$ cat src/rtl/ddr_axi_write_master.sv
// ddr_axi_write_master
//   AXI4 write master that drains the 256-bit DDR write FIFO into DDR.
//   A job (start address + byte length) is split into INCR bursts of at most
//   MAX_BURST_LEN beats that never cross a 4 KB boundary. Up to MAX_OUTSTANDING
//   bursts may await their B response. axi_idle reports that no job is active
//   and no responses are pending.
//
// Ports
//   clk, rst_n                 clock, asynchronous active-low reset
//   ddr_conf                   job request, accepted on its rising edge while idle
//   ddr_st_addr, ddr_len       job start byte address / length in bytes
//   fifo_empty, fifo_rd_req,
//   fifo_data                  write FIFO (read data valid one cycle after pop)
//   m_axi_aw*, m_axi_w*,
//   m_axi_b*                   AXI4 write address / data / response channels
//   axi_idle                   no job active and no B responses outstanding
//   wr_err, wr_err_clr         sticky error on non-OKAY bresp (optional)
//
// Build option
//   DDR_WR_RESP_CHK_EN: adds wr_err / wr_err_clr; otherwise bresp is ignored.
module ddr_axi_write_master #(
  parameter int DDR_ADDR_LEN     = 32,
  parameter int SINGLE_LEN       = 24,
  parameter int C_AXI_DATA_WIDTH = 256,
  parameter int MAX_BURST_LEN    = 16,
  parameter int MAX_OUTSTANDING  = 4
) (
  input  logic                          clk,
  input  logic                          rst_n,
  input  logic                          ddr_conf,
  input  logic [DDR_ADDR_LEN-1:0]       ddr_st_addr,
  input  logic [SINGLE_LEN-1:0]         ddr_len,
  input  logic                          fifo_empty,
  output logic                          fifo_rd_req,
  input  logic [C_AXI_DATA_WIDTH-1:0]   fifo_data,
  output logic [DDR_ADDR_LEN-1:0]       m_axi_awaddr,
  output logic [7:0]                    m_axi_awlen,
  output logic [2:0]                    m_axi_awsize,
  output logic [1:0]                    m_axi_awburst,
  output logic                          m_axi_awvalid,
  input  logic                          m_axi_awready,
  output logic [C_AXI_DATA_WIDTH-1:0]   m_axi_wdata,
  output logic [C_AXI_DATA_WIDTH/8-1:0] m_axi_wstrb,
  output logic                          m_axi_wlast,
  output logic                          m_axi_wvalid,
  input  logic                          m_axi_wready,
  input  logic [1:0]                    m_axi_bresp,
  input  logic                          m_axi_bvalid,
  output logic                          m_axi_bready,
  output logic                          axi_idle
`ifdef DDR_WR_RESP_CHK_EN
  ,
  output logic                          wr_err,
  input  logic                          wr_err_clr
`endif
);

  localparam int BPB      = C_AXI_DATA_WIDTH / 8;
  localparam int SIZE_LOG = $clog2(BPB);
  localparam int OUT_W    = $clog2(MAX_OUTSTANDING + 1);

  typedef enum logic [1:0] {IDLE, ADDR, DATA, DRAIN} state_t;

  state_t                      state_reg, state_next;
  logic                        conf_reg;
  logic [DDR_ADDR_LEN-1:0]     addr_reg;
  logic [7:0]                  awlen_reg;
  logic [SINGLE_LEN-1:0]       rem_reg;      // beats left after the current burst
  logic [OUT_W-1:0]            out_reg;
  logic [8:0]                  req_cnt_reg;  // FIFO pops issued for this burst
  logic [8:0]                  sent_cnt_reg; // W beats accepted for this burst
  logic                        inflight_reg; // pop issued last cycle, data arrives now
  logic [1:0]                  skid_cnt_reg;
  logic                        skid_wr_reg, skid_rd_reg;
  logic [C_AXI_DATA_WIDTH-1:0] skid_mem [2];

  logic                        job_accept, aw_hs, w_hs, load_burst;
  logic [SINGLE_LEN:0]         len_round;
  logic [SINGLE_LEN-1:0]       total_beats, ld_rem;
  logic [DDR_ADDR_LEN-1:0]     ld_addr;
  logic [8:0]                  burst_cur, ld_burst;
  logic [2:0]                  skid_after_pop;

  // Largest legal burst from address a with rem beats left.
  function automatic logic [8:0] burst_beats(input logic [11:0] a,
                                             input logic [SINGLE_LEN-1:0] rem);
    logic [12:0] to_4k;
    logic [31:0] lim;
    to_4k = (13'd4096 - {1'b0, a}) >> SIZE_LOG;
    lim   = 32'(MAX_BURST_LEN);
    if (32'(to_4k) < lim) lim = 32'(to_4k);
    if (32'(rem) < lim)   lim = 32'(rem);
    return lim[8:0];
  endfunction

  assign job_accept  = (state_reg == IDLE) && ddr_conf && !conf_reg;
  assign len_round   = {1'b0, ddr_len} + (SINGLE_LEN+1)'(BPB - 1);
  assign total_beats = SINGLE_LEN'(len_round >> SIZE_LOG);
  assign aw_hs       = m_axi_awvalid && m_axi_awready;
  assign w_hs        = m_axi_wvalid && m_axi_wready;
  assign burst_cur   = {1'b0, awlen_reg} + 9'd1;

  always_comb begin
    state_next = state_reg;
    load_burst = 1'b0;
    ld_addr    = addr_reg;
    ld_rem     = rem_reg;
    case (state_reg)
      IDLE: if (job_accept) begin
        if (total_beats != '0) begin
          state_next = ADDR;
          load_burst = 1'b1;
          ld_addr    = ddr_st_addr & ~DDR_ADDR_LEN'(BPB - 1);
          ld_rem     = total_beats;
        end else begin
          // Zero-length job: one DRAIN cycle gives the single-cycle idle pulse.
          state_next = DRAIN;
        end
      end
      ADDR: if (aw_hs) state_next = DATA;
      DATA: if (w_hs && m_axi_wlast) begin
        if (rem_reg != '0) begin
          state_next = ADDR;
          load_burst = 1'b1;
          ld_addr    = addr_reg + (DDR_ADDR_LEN'(burst_cur) << SIZE_LOG);
        end else begin
          state_next = DRAIN;
        end
      end
      DRAIN: if (out_reg == '0) state_next = IDLE;
      default: state_next = IDLE;
    endcase
  end

  assign ld_burst = burst_beats(ld_addr[11:0], ld_rem);

  always_ff @(posedge clk or negedge rst_n) begin
    if (!rst_n) begin
      state_reg <= IDLE;
      conf_reg  <= 1'b0;
      addr_reg  <= '0;
      awlen_reg <= '0;
      rem_reg   <= '0;
    end else begin
      state_reg <= state_next;
      // Edge detector only samples while idle so a request seen while busy is dropped.
      conf_reg  <= (state_reg == IDLE) ? ddr_conf : 1'b1;
      if (load_burst) begin
        addr_reg  <= ld_addr;
        awlen_reg <= 8'(ld_burst - 9'd1);
        rem_reg   <= ld_rem - SINGLE_LEN'(ld_burst);
      end
    end
  end

  always_ff @(posedge clk or negedge rst_n) begin
    if (!rst_n) begin
      out_reg <= '0;
    end else begin
      case ({aw_hs, m_axi_bvalid})
        2'b10:   out_reg <= out_reg + OUT_W'(1);
        2'b01:   out_reg <= out_reg - OUT_W'(1);
        default: out_reg <= out_reg;
      endcase
    end
  end

  // AW: fields come from registers loaded on entry to ADDR, so they are stable
  // while awvalid waits; outstanding can only fall during ADDR, so once raised
  // awvalid stays up until the handshake.
  assign m_axi_awvalid = (state_reg == ADDR) && (out_reg < OUT_W'(MAX_OUTSTANDING));
  assign m_axi_awaddr  = addr_reg;
  assign m_axi_awlen   = awlen_reg;
  assign m_axi_awsize  = 3'(SIZE_LOG);
  assign m_axi_awburst = 2'b01;
  assign m_axi_bready  = 1'b1;
  assign axi_idle      = (state_reg == IDLE) && (out_reg == '0);

  // Occupancy counts the entry leaving this cycle so a pop can be issued
  // every cycle while the master streams at full rate.
  assign skid_after_pop = {1'b0, skid_cnt_reg} + {2'b0, inflight_reg} - {2'b0, w_hs};
  assign fifo_rd_req    = (state_reg == DATA) && !fifo_empty &&
                          (skid_after_pop < 3'd2) && (req_cnt_reg < burst_cur);

  assign m_axi_wvalid = (skid_cnt_reg != 2'd0);
  assign m_axi_wdata  = skid_mem[skid_rd_reg];
  assign m_axi_wstrb  = '1;
  assign m_axi_wlast  = m_axi_wvalid && (sent_cnt_reg == {1'b0, awlen_reg});

  always_ff @(posedge clk or negedge rst_n) begin
    if (!rst_n) begin
      req_cnt_reg  <= '0;
      sent_cnt_reg <= '0;
      inflight_reg <= 1'b0;
      skid_cnt_reg <= '0;
      skid_wr_reg  <= 1'b0;
      skid_rd_reg  <= 1'b0;
    end else begin
      inflight_reg <= fifo_rd_req;
      skid_cnt_reg <= skid_after_pop[1:0];
      if (inflight_reg) skid_wr_reg <= ~skid_wr_reg;
      if (w_hs)         skid_rd_reg <= ~skid_rd_reg;
      if (aw_hs) begin
        req_cnt_reg  <= '0;
        sent_cnt_reg <= '0;
      end else begin
        if (fifo_rd_req) req_cnt_reg  <= req_cnt_reg + 9'd1;
        if (w_hs)        sent_cnt_reg <= sent_cnt_reg + 9'd1;
      end
    end
  end

  for (genvar gi = 0; gi < 2; gi++) begin : g_skid
    always_ff @(posedge clk) begin
      if (inflight_reg && (skid_wr_reg == 1'(gi))) skid_mem[gi] <= fifo_data;
    end
  end

`ifdef DDR_WR_RESP_CHK_EN
  always_ff @(posedge clk or negedge rst_n) begin
    if (!rst_n)                                    wr_err <= 1'b0;
    else if (m_axi_bvalid && m_axi_bresp != 2'b00) wr_err <= 1'b1;
    else if (wr_err_clr)                           wr_err <= 1'b0;
  end
`else
  logic unused_bresp;
  assign unused_bresp = ^m_axi_bresp;
`endif

endmodule

$ cat config.mk
export PLATFORM = sky130hd
export DESIGN_NAME = ddr_axi_write_master
export DESIGN_NICKNAME = d
export VERILOG_FILES = /design/src/rtl/ddr_axi_write_master.sv
export SDC_FILE = /design/constraint.sdc
export NUM_CORES = 1
export LEC_CHECK = 0
export ABC_AREA = 1
export ABC_CLOCK_PERIOD_IN_PS = 12750
export CAP_MARGIN = 30
export CORE_AREA = 2 2 259 261
export DETAILED_ROUTE_END_ITERATION = 16
export DIE_AREA = 0 0 261 263
export MAX_ROUTING_LAYER = met4
export PLACE_DENSITY = 0.69
export SETUP_SLACK_MARGIN = 0.15
export SLEW_MARGIN = 30
export SYNTH_ARGS = -nofsm -noshare
export SYNTH_HDL_FRONTEND = slang
export SYNTH_SLANG_ARGS = --single-unit
$ cat constraint.sdc
create_clock -name clk -period 12.75 [get_ports clk]
set_clock_uncertainty 0.05 [all_clocks]
set_input_delay 2.55 -clock clk [delete_from_list [all_inputs] [get_ports clk]]
set_output_delay 2.55 -clock clk [all_outputs]
set_load 0.02 [all_outputs]
Word-level counts from Yosys, hierarchy flattened
Memory sizes are Yosys's and may differ from the RTL's.
Cells that the tools add are included.
Widths: inputs -> output; s select.

cells by class
  order comparisons = 5
  reductions and logical operators = 27
  bitwise gates (word level) = 2
  eq/ne operators = 12
  $add $sub $neg = 12
  muxes and demuxes = 35

operators by type and width
  operator                number
  $mux 256                1
  $reduce_or 256->1       1
  $mux 32                 4
  $mux 24                 3
  $pmux 32 s2             1
  $reduce_bool 24->1      2
  $mux 9                  5
  $add 32x14->32          1
  $add 24x5->25 const B   1
  $lt 24x8->1             1
  $sub 24x9->24           1
  $add 9x1->9 const B     2
  $logic_and 1x1->1       13
  $sub 13x12->13 const A  1
  $mux 2                  6
  $mux 1                  11
  $ne 2x2->1 const B      5
  $reduce_bool 2->1       5
  $add 8x1->9 const B     1
  $eq 9x8->1              1
  $lt 9x9->1              1
  $lt 8x5->1 const B      1
  $mux 8                  1
  $pmux 2 s4              1
  18 further kinds        23

word-level totals
  memories kept = 1
  input bits = 321
  bits in writable memories = 512
  register bits after elaboration = 93
  word-level logic and storage cells = 107

memory list
  name      words  bits a word  read ports  clocked after memory_dff  write ports  line  RTL
  skid_mem  2      256          1           0                         1            75    logic [C_AXI_DATA_WIDTH-1:0] skid_mem [2];

Longest topological paths before layout
Gate-level depths: netlist of run 1.

  depth in word-level cells = 11
  depth in mapped cells = 54
  gate-level depth less buffers = 54

Least setup slack after synthesis of run 1
No wires, ideal clock.

  path type = flip-flop to flip-flop
  from = register inflight_reg
  to = memory skid_mem[0][0] (enable)
  clock period less this slack = 12.058 ns
  setup slack = 0.692 ns
  setup time = 0.883 ns
  data required time = 11.817 ns
  stages on the path, launching flop included = 3
  path buffers = 0
  data arrival time = 11.126 ns
  cells stage by stage = dfrtp_1 inv_1 nor2_1

on the way
  word-level cells in the longest chain between the ends = 5
  elaborated cells on any way between the ends = 9
  classes of those cells = mux: 6; reduce/logical: 3

ends and longest elaborated chain
  what                          line  RTL
  start: declaration            72    logic inflight_reg;
  start signal: assignment      199   inflight_reg <= fifo_rd_req;
  $logic_and 1x1->1             215   if (inflight_reg && (skid_wr_reg == 1'(gi))) skid_mem[gi] <= fifo_data;
  $mux 1                        215
  $mux 1 (implied by the code)  215
  $reduce_or 256->1 (no line)   n/a
  $mux 1 (no line)              n/a
  end: declaration              75

Several ways; a longest one is shown, not always the timed one.

Final worst setup path of run 1
  from = input port ddr_len[0]
  to = register rem_reg[22]

on the way
  word-level cells in the longest chain between the ends = 11
  elaborated cells on any way between the ends = 17
  classes of those cells = add/sub: 3; order compare: 2; mux: 11; reduce/logical: 1

ends and longest elaborated chain
  what                    line  RTL
  start: declaration      32    input logic [SINGLE_LEN-1:0] ddr_len,
  $add 24x5->25 (*)       97    assign len_round = {1'b0, ddr_len} + (SINGLE_LEN+1)'(BPB - 1);
  $reduce_bool 24->1      110   if (total_beats != '0) begin
  $mux 32                 110
  $mux 32                 109   IDLE: if (job_accept) begin
  $pmux 32 s2             108   case (state_reg)
  $sub 13x12->13          89    to_4k = (13'd4096 - {1'b0, a}) >> SIZE_LOG;
  $lt 8x5->1              91    if (32'(to_4k) < lim) lim = 32'(to_4k);
  $mux 8                  91
  $lt 24x8->1             92    if (32'(rem) < lim) lim = 32'(rem);
  $mux 9                  92
  $sub 24x9->24           151   rem_reg <= ld_rem - SINGLE_LEN'(ld_burst);
  end signal: assignment  151
  end: declaration        68    logic [SINGLE_LEN-1:0] rem_reg;

Mark *: on every way between the ends. The rest lies on a longest branch, timed or not. The select of a mux whose other input is x is not followed.
A chain may end at the register's enable or synchronous reset.

==> summary.txt, run 1 <==
Pre-Repair DR Iteration Count - 7
H-tree levels - 3
Tot Pwr - 7.02 mW
Final Max Slew Viols - 0
Setup crit end kind - flip-flop
Commonest cells post-synth - edfxtp_1 (512), nand2_1 (282), mux2_2 (256), inv_1 (177), nor2_1 (120)
layout cells sized above 1 - 0.156
post-synthesis xor/xnor area fraction - 0.0124
Starting Density - 0.398
worst hold path cell count - 1
status - completed
GRT Util Overall - 0.222
total grt overflow - 0
crit-path most repeated cell - nor2_1
beginning of the worst register-to-register path - m_axi_awlen[2]$_DFFE_PN0P_
Die Y - 263 um
Port-buffer cells - 614
Placer Congestion - 0.902
Final HPWL DP - 55,200 um
initial antenna violation count - 28
clock power share - 0.272
P&R area growth vs syn - 35.7%
Post-Synth Simple-Gate Area - 0.0946
Worst EP required - 13.20 ns
Post-synth EDFFs - 512
CP Class - in -> reg
yosys warns - 0
row cnt - 94
min-delay worst type - reg -> reg
Seq pwr share - 0.369
1st-iter DRT viols - 974
I/O pins - 660
Hold EP - sent_cnt_reg[8]$_DFFE_PN0P_
combinational share of power - 0.358
Peak supply drop - 182 uV
Leak Pwr - 13.2 nW
switching part of the total - 0.336
Clk Latency, worst-skew pair - 0.59 ns
Post-Synthesis Cells - 1,941
Die Span X - 261 um
Post-Synth Adder-Cell Area - 0.0218
Max Freq - 0.109 GHz
CTS tree - yes
antenna viol nets, final - 0
post-synthesis mux area share - 0.110
post-synthesis cell area - 26,100 um2
Slew @ Worst Pin - 0.940 ns
clk buf depth - 3
Crit path arrival time - 9.66 ns
unrepaired setup endpoints after global routing - false
largest net degree at the start of global routing - 168
CTS Buf Count - 66
Synth Area in Compound Gates - 0.0362
register-to-register setup slack - 5.70 ns
relative slew slack - 0.374
global-route wire length before repair - 111,000 um
dominant synthesized flop cell - edfxtp_1
Mapped Avg Cell Area - 13.4 um2
core area - 65,600 um2
CTS Sinks - 605
Hold Violations, Final - 0
Yosys top cell by area - edfxtp_1
max reg flops - 512
Root Driver - clkbuf_16
Post-synth ARST share - 0.154
Setup Fix Bufs, Post-CTS - 0
vias per cell - 4.90
Vias - 17,300
WHS - 0.422 ns
# hold bufs at CTS - 0
post-cts resize count - 0
clk slew on worst S/H paths - 0.06 ns
combinational family with the most area after synthesis - multiplexers
most common cell in the netlist - edfxtp_1
Die ar. - 68,600 um2
Worst Path Max Fanout - 54
endpoints failing setup - 0
crit-path max cell delay - 0.51 ns
Total Wirelength - 75,300 um
Int Pwr - 4.66 mW
WL/cell - 21.4 um
post-route setup TNS - 0 ns
power per cell area - 198 nW/um2
Distinct cells, synth - 52
flops & latches, synth - 605
Startpoint Class - primary input
# fillers - 5,440
Net Switching - 2.36 mW
period utilisation layout - 0.722
Layout Nets - 2,949
maximum capacitance violations - 0
slowest cell on the critical path - inv_4
vias in the first global route - 18,200
ranking of synthesized cells by area - edfxtp_1 (59%), mux2_2 (11%), dfrtp_1 (8.9%), nand2_1 (4.1%), inv_1 (2.5%)
register area share after synthesis - 0.679
Yosys top cell area share - 0.589
Remaining DRCs - 0
R2R cell count - 46
Min-Delay Startpoint - sent_cnt_reg[8]$_DFFE_PN0P_
capturing point of the worst reg2reg path - rem_reg[22]$_DFFE_PN0P_
minimum clock period - 9.21 ns
## worst max-delay path, delay by kind of cell
family	cells	cell delay [ns]
xor gates and xnor gates	2	0.42
adders and majority gates	3	0.66
buffers and inverters	4	1.10
and+or+nand+nor	21	3.55
AOI/OAI and AO/OA	7	1.34
## power groups by stage
stage	Clock, mW	Sequential (mW)	Combinational (mW)
after global placement	0	2.64	2.45
after CTS	1.96	2.59	2.54
after global routing	2.03	2.62	2.71
after floorplan	0	2.66	1.51
final	1.91	2.59	2.52
after detailed placement	0	2.63	2.52
## worst max-delay path by stage
stage	to	depth (start not counted)	start
2_1_floorplan	skid_mem[0][0]$_DFFE_PP_	2	inflight_reg$_DFF_PN0_
3_3_place_gp	rem_reg[22]$_DFFE_PN0P_	40	ddr_len[0]
3_5_place_dp	rem_reg[22]$_DFFE_PN0P_	40	ddr_len[0]
4_1_cts	rem_reg[22]$_DFFE_PN0P_	37	ddr_len[0]
5_1_grt	rem_reg[22]$_DFFE_PN0P_	40	ddr_len[0]
6_report	rem_reg[22]$_DFFE_PN0P_	37	ddr_len[0]
## cells in the final DEF, fill, tap and decap left out, types with 11 or more instances in the layout
master,netlist,layout
nand4_1,11,11
conb_1,2,41
nor2_1,120,118
nand3_1,77,77
xor2_1,24,24
nand2_2,11,11
mux2_2,256,256
inv_1,177,176
edfxtp_1,512,512
nor3_1,19,19
ha_1,39,39
clkbuf_16,0,69
o21ai_0,69,69
a21oi_1,40,40
clkinv_1,0,16
xnor2_1,13,13
diode_2,0,28
clkdlybuf4s50_1,0,613
nand2_1,282,282
dfrtp_1,93,92
## per-stage QoR
stage | utilization | cell area [um2] | setup slack (ns) | instances
2_1_floorplan | - | 26200 | 0.692 | 1980
3_3_place_gp | 0.504 | 33100 | 3.13 | 3377
3_5_place_dp | 0.505 | 33200 | 3.06 | 3380
4_1_cts | 0.538 | 35300 | 3.65 | 3498
5_1_grt | 0.539 | 35400 | 2.99 | 3526
6_report | 0.540 | 35400 | 3.54 | 3527
## area by class of cell
cell class / instances / area, um2 / area share
Multi-Input combinational cell: 1104 / 7360 / 0.208
Antenna cell: 28 / 70.1 / 0.00198
Sequential cell: 605 / 17700 / 0.500
Clock buffer: 75 / 1750 / 0.0494
Tap cell: 864 / 1080 / 0.0305
Timing Repair Buffer: 627 / 6350 / 0.179
Clock inverter: 43 / 405 / 0.0114
Inverter: 181 / 689 / 0.0195
## per-layer routing
layer	wire length, um	track usage
met1	27800	0.237
met2	38900	0.382
met3	6540	0.0771
met4	2090	0.0697
met5	0	-
## logic make-up (layout without fill, tap and decap cells)
group	after synthesis	in the layout
XOR/XNOR	37	37
AND/OR/NAND/NOR	564	564
AO/OA/AOI/OAI	163	163
buffers and inverters	271	926
flip-flops	605	605
multiplexers	256	256
adder cells (fa/ha/maj)	43	43
other	2	69
No activity file was read; power rests on OpenSTA's default activity.
==> run 2: changes to the inputs <==
ABC_CLOCK_PERIOD_IN_PS = 8150   (was 12750)
clock period = 8.15 ns   (was 12.75 ns; I/O delays follow)
==> summary.txt, run 2 (synthesis results as in run 1) <==
power per cell area - 311 nW/um2 (+57%)
Vias - 17,500 (+1.2%)
Die Span X - 261 um (unchanged)
largest net degree at the start of global routing - 150 (-11%)
P&R area growth vs syn - 37.1%
unrepaired setup endpoints after global routing - false
minimum clock period - 7.41 ns
row cnt - 94 (unchanged)
Root Driver - clkbuf_16
Total Wirelength - 76,100 um (+0.98%)
CTS Buf Count - 68 (+3.0%)
commonest non-fill, non-tap cells in the layout - clkdlybuf4s50_1 (613), edfxtp_1 (512), nand2_1 (282)
Leak Pwr - 13.4 nW (+1.8%)
total grt overflow - 0 (unchanged)
Placer Congestion - 0.920 (+2.1%)
maximum capacitance violations - 0 (unchanged)
area of the multi-input gates - 7350 um2 (about the same)
Hold Violations, Final - 0 (unchanged)
Setup crit end kind - flip-flop
core area - 65,600 um2 (unchanged)
worst path bufs/invs - 7 (+3)
period utilisation layout - 0.909
post-layout util - 0.545 (+0.00532)
GRT Util Overall - 0.224 (+0.00237)
max reg flops - 512 (unchanged)
antenna viol nets, final - 0 (unchanged)
Startpoint Class - primary input
# fillers - 5,369 (-1.3%)
# hold bufs at CTS - 0 (unchanged)
min-delay worst type - reg -> reg
CTS Sinks - 605 (unchanged)
Die ar. - 68,600 um2 (unchanged)
Pre-Repair DR Iteration Count - 5 (-2)
WL/cell - 21.3 um (about the same)
slowest cell on the critical path - clkdlybuf4s50_1
Max Freq - 0.135 GHz
Port-buffer cells - 614 (unchanged)
post-cts resize count - 0 (unchanged)
WHS - 0.421 ns (-0.00129 ns)
CP Class - in -> reg
H-tree levels - 3 (unchanged)
Final HPWL DP - 56,000 um (+1.4%)
relative slew slack - 0.227 (-0.147)
endpoints failing setup - 0 (unchanged)
vias in the first global route - 18,300 (+0.71%)
Starting Density - 0.398 (unchanged)
placed insts - 3,429 (+1.4%)
post-route setup TNS - 0 ns (unchanged)
Remaining DRCs - 0 (unchanged)
Layout Nets - 2,999 (+1.7%)
Setup Fix Bufs, Post-CTS - 0 (unchanged)
crit-path max cell delay - 0.60 ns (+0.09 ns)
1st-iter DRT viols - 1,189 (+22%)
clk buf depth - 3 (unchanged)
vias per cell - 4.91 (+0.15%)
I/O pins - 660 (unchanged)
Die Y - 263 um (unchanged)
Peak supply drop - 235 uV (+29%)
Crit path max-delay family - simple AND/OR/NAND/NOR gates
initial antenna violation count - 16 (-43%)
Final Max Slew Viols - 0 (unchanged)
CTS tree - yes
Reg area - 17,700 um2 (unchanged)
layout cells sized above 1 - 0.170 (+0.0139)
Crit path arrival time - 7.86 ns (-1.80 ns)
final std cells w/o fill - 3,563 (+1.0%)
clk slew on worst S/H paths - 0.06 ns (about the same)
global-route wire length before repair - 112,000 um (+1.0%)
Slew @ Worst Pin - 1.16 ns (+0.221 ns)
Clk Latency, worst-skew pair - 0.59 ns (about the same)
Worst EP required - 8.61 ns (-4.59 ns)
Worst Path Max Fanout - 8 (-85%)
status - completed
Tot Pwr - 11.1 mW (+58%)
commonest non-fill, non-tap cell in the layout - clkdlybuf4s50_1
crit-path most repeated cell - nand2_1
==> run 2: path summary, 6_finish.rpt <==
check / startpoint / endpoint / slack [ns] / cells after the start
max: ddr_len[5] / rem_reg[22]$_DFFE_PN0P_ / 0.74 / 45
min: sent_cnt_reg[8]$_DFFE_PN0P_ / sent_cnt_reg[8]$_DFFE_PN0P_ / 0.42 / 1
max reg2reg: m_axi_awlen[2]$_DFFE_PN0P_ / rem_reg[22]$_DFFE_PN0P_ / 1.37 / 51
min reg2reg: sent_cnt_reg[8]$_DFFE_PN0P_ / sent_cnt_reg[8]$_DFFE_PN0P_ / 0.42 / 1
max in group asynchronous: rst_n / skid_rd_reg$_DFFE_PN0P_ / 6.11 / 2
min in group asynchronous: rst_n / m_axi_awaddr[6]$_DFFE_PN0P_ / 0.90 / 1
==> run 2: per-stage QoR <==
step	instance area (um2)	setup slack (ns)
2_1_floorplan	26200	0.527
3_3_place_gp	33500	0.305
3_5_place_dp	33500	0.278
4_1_cts	35700	0.862
5_1_grt	35800	0.153
6_report	35800	0.742
==> run 2: metal layers <==
| layer | part of all wire | GRT usage | vias up |
|---|---|---|---|
| li1 | - | - | 8218 |
| met3 | 0.082 | 0.0674 | 103 |
| met2 | 0.52 | 0.386 | 617 |
| met4 | 0.023 | 0.0597 | 0 |
| met5 | 0 | - | - |
| met1 | 0.38 | 0.252 | 8546 |
==> run 2: worst register-to-register path: cells and delay by family (launching register included) <==
kind | cells | cell delay, ns
AND/OR/NAND/NOR | 29 | 2.99
AO/OA/AOI/OAI | 7 | 1.21
adder cells (fa/ha/maj) | 4 | 1.03
buffers and inverters | 10 | 0.80
flip-flops | 1 | 0.53
XOR/XNOR | 1 | 0.13
==> run 2: cell type report <==
class                      instances  area share
antenna                           14    0.000980
clock inverter                    39      0.0135
clock buffer                      81      0.0490
timing repair buffer             675       0.186
multi-input combinational       1104       0.206
inverter                         181      0.0193
sequential                       605       0.495
tap                              864      0.0302
==> run 2: power by group <==
group          internal, mW  switching (mW)
logic                  1.85            2.12
clock network          1.81            1.25
registers              3.77           0.320
total                  7.43            3.70
